**config.mk**
```make
export PLATFORM = sky130hd
export DESIGN_NAME = fact_seq_ctrl
export DESIGN_NICKNAME = d
export VERILOG_FILES = /design/src/rtl/fact_pkg.sv /design/src/rtl/fact_seq_ctrl.sv
export SDC_FILE = /design/constraint.sdc
export NUM_CORES = 1
export LEC_CHECK = 0
export ABC_AREA = 1
export CAP_MARGIN = 40
export CORE_ASPECT_RATIO = 0.7
export CORE_MARGIN = 4
export CORE_UTILIZATION = 34
export CTS_CLUSTER_SIZE = 12
export DETAILED_ROUTE_END_ITERATION = 8
export GPL_ROUTABILITY_DRIVEN = 0
export PLACE_DENSITY = 0.82
export SETUP_SLACK_MARGIN = 0.02
export SYNTH_ARGS = -nofsm -noshare
export SYNTH_HDL_FRONTEND = slang
export SYNTH_SLANG_ARGS = --single-unit
```
**constraint.sdc**
```tcl
create_clock -name clk -period 1.1 [get_ports clk]
set_clock_uncertainty 0.15 [all_clocks]
set_input_delay 0.22 -clock clk [delete_from_list [all_inputs] [get_ports clk]]
set_output_delay 0.22 -clock clk [all_outputs]
set_load 0.05 [all_outputs]
```
**src/rtl/fact_pkg.sv**
```systemverilog
// Shared state encoding, ALU opcodes and register-file map for the factorial sequencer.
package fact_pkg;

   typedef enum logic [2:0] {
      S_IDLE,
      S_LOAD_N,
      S_LOAD_ONE,
      S_LOAD_ACC,
      S_TEST,
      S_MUL,
      S_DEC,
      S_DONE
   } state_t;

   localparam logic [2:0] OP_ADD    = 3'b000;
   localparam logic [2:0] OP_SUB    = 3'b001;
   localparam logic [2:0] OP_MUL    = 3'b010;
   localparam logic [2:0] OP_PASS_A = 3'b011;

   localparam logic [1:0] R_N   = 2'd0;
   localparam logic [1:0] R_ACC = 2'd1;
   localparam logic [1:0] R_ONE = 2'd2;

   localparam int FACT_MAX_N = 12;

endpackage

```
**src/rtl/fact_seq_ctrl.sv**
```systemverilog
// Control FSM driving the factorial register-file datapath (R0 = n, R1 = acc, R2 = 1).
// Optional out-of-range rejection is enabled by defining FACT_RANGE_CHECK_EN.
module fact_seq_ctrl
   import fact_pkg::*;
#(
   parameter int DATA_W = 32,
   parameter int N_W    = 5,
   parameter int MAX_N  = FACT_MAX_N
) (
   input  logic              clk,
   input  logic              reset,
   input  logic              start,
   input  logic [N_W-1:0]    n_in,
   input  logic              is_zero,
   output logic [1:0]        read_add1,
   output logic [1:0]        read_add2,
   output logic [1:0]        write_add,
   output logic [2:0]        operation,
   output logic              wd_selec,
   output logic              read_imm,
   output logic [DATA_W-1:0] imm,
   output logic              write_en,
   output logic              busy,
   output logic              done,
   output logic              err
);

`ifdef FACT_RANGE_CHECK_EN
   localparam bit RangeChk = 1'b1;
`else
   localparam bit RangeChk = 1'b0;
`endif

   state_t              r_state;
   state_t              w_state_nx;
   logic [N_W-1:0]      r_nq;
   logic [N_W-1:0]      w_nq_nx;
   logic                w_over;

   logic [1:0]          w_ra1, w_ra2, w_wa;
   logic [2:0]          w_op;
   logic                w_wdsel, w_we, w_busy, w_done, w_err;
   logic [DATA_W-1:0]   w_imm;

   logic [1:0]          r_ra1, r_ra2, r_wa;
   logic [2:0]          r_op;
   logic                r_wdsel, r_we, r_busy, r_done, r_err;
   logic [DATA_W-1:0]   r_imm;

   assign w_over = RangeChk && (int'(n_in) > MAX_N);

   always_comb begin
      w_state_nx = r_state;
      w_nq_nx    = r_nq;
      case (r_state)
         S_IDLE: begin
            if (start) begin
               w_nq_nx    = n_in;
               w_state_nx = w_over ? S_DONE : S_LOAD_N;
            end
         end
         S_LOAD_N:   w_state_nx = S_LOAD_ONE;
         S_LOAD_ONE: w_state_nx = S_LOAD_ACC;
         S_LOAD_ACC: w_state_nx = S_TEST;
         S_TEST:     w_state_nx = is_zero ? S_DONE : S_MUL;
         S_MUL:      w_state_nx = S_DEC;
         S_DEC:      w_state_nx = S_TEST;
         S_DONE:     w_state_nx = S_IDLE;
         default:    w_state_nx = S_IDLE;
      endcase
   end

   // Outputs are decoded from the next state so the registered copy matches the state it lands in.
   always_comb begin
      w_ra1   = R_N;
      w_ra2   = R_N;
      w_wa    = R_N;
      w_op    = OP_PASS_A;
      w_wdsel = 1'b0;
      w_we    = 1'b0;
      w_imm   = '0;
      w_busy  = (w_state_nx != S_IDLE);
      w_done  = 1'b0;
      w_err   = 1'b0;
      case (w_state_nx)
         S_LOAD_N: begin
            w_wa    = R_N;
            w_wdsel = 1'b1;
            w_we    = 1'b1;
            w_imm   = DATA_W'(w_nq_nx);
         end
         S_LOAD_ONE: begin
            w_wa    = R_ONE;
            w_wdsel = 1'b1;
            w_we    = 1'b1;
            w_imm   = DATA_W'(1);
         end
         S_LOAD_ACC: begin
            w_wa    = R_ACC;
            w_wdsel = 1'b1;
            w_we    = 1'b1;
            w_imm   = DATA_W'(1);
         end
         S_TEST: begin
            w_ra1 = R_N;
         end
         S_MUL: begin
            w_ra1 = R_ACC;
            w_ra2 = R_N;
            w_op  = OP_MUL;
            w_wa  = R_ACC;
            w_we  = 1'b1;
         end
         S_DEC: begin
            w_ra1 = R_N;
            w_ra2 = R_ONE;
            w_op  = OP_SUB;
            w_wa  = R_N;
            w_we  = 1'b1;
         end
         S_DONE: begin
            w_done = 1'b1;
            w_err  = RangeChk && (int'(w_nq_nx) > MAX_N);
         end
         default: ;
      endcase
   end

   always_ff @(posedge clk) begin
      if (!reset) begin
         r_state <= S_IDLE;
         r_nq    <= '0;
         r_ra1   <= R_N;
         r_ra2   <= R_N;
         r_wa    <= R_N;
         r_op    <= OP_PASS_A;
         r_wdsel <= 1'b0;
         r_we    <= 1'b0;
         r_imm   <= '0;
         r_busy  <= 1'b0;
         r_done  <= 1'b0;
         r_err   <= 1'b0;
      end else begin
         r_state <= w_state_nx;
         r_nq    <= w_nq_nx;
         r_ra1   <= w_ra1;
         r_ra2   <= w_ra2;
         r_wa    <= w_wa;
         r_op    <= w_op;
         r_wdsel <= w_wdsel;
         r_we    <= w_we;
         r_imm   <= w_imm;
         r_busy  <= w_busy;
         r_done  <= w_done;
         r_err   <= w_err;
      end
   end

   assign read_add1 = r_ra1;
   assign read_add2 = r_ra2;
   assign write_add = r_wa;
   assign operation = r_op;
   assign wd_selec  = r_wdsel;
   assign read_imm  = r_wdsel;
   assign imm       = r_imm;
   assign write_en  = r_we;
   assign busy      = r_busy;
   assign done      = r_done;
   assign err       = r_err;

endmodule

```
# Word-level counts from Yosys, hierarchy flattened
# Index checks and enable logic that the tools add are counted.
dict set report word_totals {
  register_bits 53
  in_bits 9
  out_inout_bits 47
  elab_cells 44
}
dict set report classes {
  n_eq_ne 13
  muxes 13
  n_reduce_logical 7
}
# operator count
set ops {}
lappend ops {{equality test 3 bit (second input constant)} 7}
lappend ops {{case mux 3 bit (7 select lines)} 1}
lappend ops {{equality test 3 x 2 -> 1 bit (second input constant)} 4}
lappend ops {{2-to-1 mux 5 bit} 2}
lappend ops {{case mux 5 bit (2 select lines)} 1}
lappend ops {{case mux 2 bit (2 select lines)} 2}
lappend ops {{equality test 3 x 1 -> 1 bit (second input constant)} 2}
lappend ops {{OR reduction 2 bit} 3}
lappend ops {{OR reduction 5 bit} 1}
lappend ops {{2-to-1 mux 1 bit} 4}
lappend ops {{2-to-1 mux 2 bit} 2}
lappend ops {{zero test 3 bit} 1}
lappend ops {{2-to-1 mux 3 bit} 1}
lappend ops {{nonzero test 3 bit} 1}
lappend ops {{OR reduction 3 bit} 1}

# Longest topological paths before layout
dict set report logic_depth {
  word_depth 6
  mapped_depth 8
  mapped_depth_nobuf 7
}

# Worst setup path after synthesis
# No wires, ideal clock.
dict set report synth_path {
  path_type {flip-flop to output port}
  startpoint {register r_wdsel (netlist: read_imm)}
  endpoint {output wd_selec}
  arrival_ns 0.894
  t_required_ns 0.730
  setup_slack_ns -0.164
  stages_incl_launch_ff 2
  n_path_buf 1
  cell_sequence {dfxtp_1 > buf_4}
}
# element line
set synth_lines {}
lappend synth_lines {{start: declaration} fact_seq_ctrl.sv:47} ;# logic r_wdsel, r_we, r_busy, r_done, r_err;
lappend synth_lines {{start signal: assignment} fact_seq_ctrl.sv:150} ;# r_wdsel <= w_wdsel;
lappend synth_lines {{end: declaration} fact_seq_ctrl.sv:19} ;# output logic wd_selec,
# No word-level cell between the ends.

# Worst setup path after layout
dict set report layout_path {
  startpoint {register r_state[0]}
  endpoint {register r_imm[3] (netlist: imm[3])}
}
dict set report layout_via {
  elab_chain_cells 6
  elab_cells_between_ends 17
  classes_between {10 x eq/ne; 4 x mux; 3 x reduce/logical}
}
# element line
set layout_lines {}
lappend layout_lines {{start: declaration} fact_seq_ctrl.sv:34} ;# state_t r_state;
lappend layout_lines {{start signal: assignment} fact_seq_ctrl.sv:144} ;# r_state <= w_state_nx;
lappend layout_lines {{equality test 3 bit / equality test 3 x 2 -> 1 bit (equally long branches)} fact_seq_ctrl.sv:55} ;# case (r_state)
lappend layout_lines {{OR reduction 2 bit (no source line)} -}
lappend layout_lines {{case mux 3 bit (7 select lines)} fact_seq_ctrl.sv:55}
lappend layout_lines {{equality test 3 x 2 -> 1 bit} fact_seq_ctrl.sv:85} ;# case (w_state_nx)
lappend layout_lines {{OR reduction 2 bit (no source line)} -}
lappend layout_lines {{case mux 5 bit (2 select lines) (*)} fact_seq_ctrl.sv:85}
lappend layout_lines {{end signal: assignment} fact_seq_ctrl.sv:152} ;# r_imm <= w_imm;
lappend layout_lines {{end: declaration} fact_seq_ctrl.sv:48} ;# logic [DATA_W-1:0] r_imm;
# Every way passes the cells marked *; elsewhere a longest branch is shown, timed or not.
# A chain may end at the register's enable or synchronous reset.

==> impl_metrics.csv <==
group,metric,value,unit
status,run_status,"finished with violations",
status,failed_checks,"setup timing",
global_routing,gr-max-usage-layer,"met2",
finish,final_common_cell,"conb_1",
global_routing,grt_util_met3,0.0385,
finish,seq_area,473,um^2
finish,multi_input_area,438,um^2
drt,viasPerCell,4.05,
global_routing,grt_pass1_wl,2840,um
pwr,leakage,0.841,nW
global_routing,grt_use_total,0.0939,
pwr,irDropWorstVdd,0.000616,V
floorplanning,core-area,0.00286,mm^2
finish,nNetsFinal,183,
synth,synth-seq-area-share,0.421,
cts,cts_tree,"yes",
floorplanning,fp.dieH,54.4,um
timing,max_clock_freq,798,MHz
floorplanning,initial_core_util,0.366,
drt,wl_per_cell,10.3,um
setup_path,crit_required,1.11,ns
floorplanning,dieArea,0.00405,mm^2
worst_hold_path,whs_path_depth,4,
cts,ctsHoldBuffers,0,
drt,firstDrtPassIters,4,
synth,avgSynthCellArea,7.99,um^2
timing,slew_violations,0,
pwr,power_frac_clock,0.205,
global_routing,grt_overflow,0,
setup_path,reg2reg_from,"r_state[0]",
finish,area_growth,56.7,%
finish,fill_cells,238,
synth,syn_inst,131,
synth,netlist_area,0.00105,mm^2
place,dpl.hpwl,1430,um
pwr,p_comb_frac,0.437,
floorplanning,placementRows,16,
setup_path,worst-setup-path-type,"flip-flop to flip-flop",
timing,setup_viol,36,
synth,synth_cell_type_count,19,
finish,post-route-util,0.573,
global_routing,grtUsageMet1,0.0944,
setup_path,cpPeakStageDelay,0.37,ns
setup_path,crit_slowest_cell,"dfxtp_4",
drt,vias,846,
place,dp_worst_setup_slack,-0.393,ns
pwr,power.density,1670,mW/mm^2
run,drv_cap,0,
finish,drive_gt1_frac,0.457,
drt,drt_iter0_drc,44,
worst_hold_path,hold_path_end,"imm[3]",
cts,clkLatencyLatePin,0.26,ns
cts,clk_pin_slew,0.07,ns
drt,postRouteAntennaNets,0,
global_routing,grt_max_degree,13,
floorplanning,ios,56,
cts,cts_buffers,3,
synth,ys.warnings.count,0,
synth,ys_ff_latch,22,
setup_path,regToRegSetupSlack,-0.15,ns
floorplanning,die_w,74.3,um
setup_path,cp_max_fo,6,
place,placed_area,0.00146,mm^2
global_routing,met2_usage,0.176,
timing,min_period,1.25,ns
finish,antenna_cells,0,
pwr,switching_share,0.383,
finish,stdcell_area,0.00164,mm^2
timing,fin_ws,-0.153,ns
cts,clock_tree.buffer_depth,2,
cts,htreeDepth,1,
timing,post-route-period-util,1.14,
worst_hold_path,hp-start,"start",
finish,final_cell_mix,"conb_1, inv_1, buf_12, buf_4, dfxtp_2",
global_routing,grt_pass1_vias,691,
cts,cts.sinks,22,
setup_path,rr_worst_depth,5,
pwr,switchingPower,1.05,mW
setup_path,crit_path_cell_trace,"nor2_4 -> buf_4 -> nand4_1 -> nand3_2 -> nor2_1",
timing,final_hold_viol_count,0,
setup_path,end_kind,"flip-flop",
timing,rsz0062_at_grt,"yes",
global_routing,antenna_found_initial,0,
drt,drc,0,
place,port_buffers,24,
pwr,power.internal,1.69,mW
setup_path,arrival,1.27,ns
setup_path,start_kind,"flip-flop",
drt,wirelength,2150,um
pwr,p_seq_frac,0.358,
worst_hold_path,hold_path_class,"input pin to flip-flop",
setup_path,reg2reg_to,"imm[3]",
cts,cts_root_buf,"clkbuf_8",
## cell families (layout without fill, tap and decap cells)
group                  Yosys count  in the layout  share of synthesized area
other                            1             31                    0.00358
AOI/OAI and AO/OA                3              3                     0.0155
DFF                             22             22                      0.421
buffers and inverters           56             68                      0.324
and+or+nand+nor                 49             49                      0.237
## cell type report
cell class	instances	share of cell area
timing repair buffer	42	0.332
inverter	22	0.0518
tap	36	0.0274
clock buffer	4	0.0335
sequential	22	0.288
multi-input combinational	83	0.267
## worst max-delay path: cells and delay by family (launching register included)
family	cells	cell delay (ns)
buf+inv	1	0.16
flops	1	0.37
simple gates	4	0.48
## metrics by stage
| stage | hold WS [ns] | setup TNS [ns] | power, mW | instances |
|---|---|---|---|---|
| 2_1_floorplan | 0.211 | -0.929 | 1.72 | 161 |
| 3_3_place_gp | 0.374 | -6.22 | 2.03 | 200 |
| 3_5_place_dp | 0.379 | -6.32 | 2.04 | 200 |
| 4_1_cts | 0.383 | -2.19 | 2.65 | 207 |
| 5_1_grt | 0.347 | -3.98 | 2.87 | 209 |
| 6_report | 0.321 | -2.37 | 2.74 | 209 |
## worst max path at each step
stage,startpoint,to,slack [ns],depth (start not counted)
floorplan,r_state[1],read_imm,-0.12,7
finish,r_state[0],imm[3],-0.15,5
global placement,start,read_imm,-0.36,7
detailed placement,start,read_imm,-0.39,7
CTS,r_state[1],read_imm,-0.13,6
global route,r_state[2],read_imm,-0.22,5
## flip-flops by register name, summed over array words and instances, names as in the netlist
register	flops
imm	5
r_nq	4
r_state	3
operation	2
write_add	2
busy	1
done	1
read_add1	1
read_add2	1
read_imm	1
write_en	1
## power by group through the flow
stage                     registers (mW)  clock network, mW  logic [mW]
after global placement             0.981                  0        1.05
after floorplan                     1.12                  0       0.599
after CTS                          0.978              0.566        1.11
final                              0.981              0.561        1.20
after detailed placement           0.984                  0        1.06
after global routing               0.994              0.617        1.26
## synth_stat cells, drive strengths merged
master,number,area share
nand3,11,0.069
nand2,18,0.074
conb,1,0.0036
buf,34,0.24
a21oi,1,0.0048
nand4,5,0.030
nor2,15,0.063
a31oi,1,0.0060
o21ai,1,0.0048
inv,22,0.079
dfxtp,22,0.42
## routing by layer
layer / vias to the layer above / part of all wire
li1: 417 / -
met1: 390 / 0.37
met2: 34 / 0.54
met3: 5 / 0.080
met4: 0 / 0.018
met5: - / 0
## timing repair
action,4_1_cts,5_1_grt
pin swaps,4,8
hold endpoints to repair,0,0
endpoints found under the setup margin,37,38
resized for setup,22,15
buffers inserted,3,2
(Power assumes the default switching activity.)
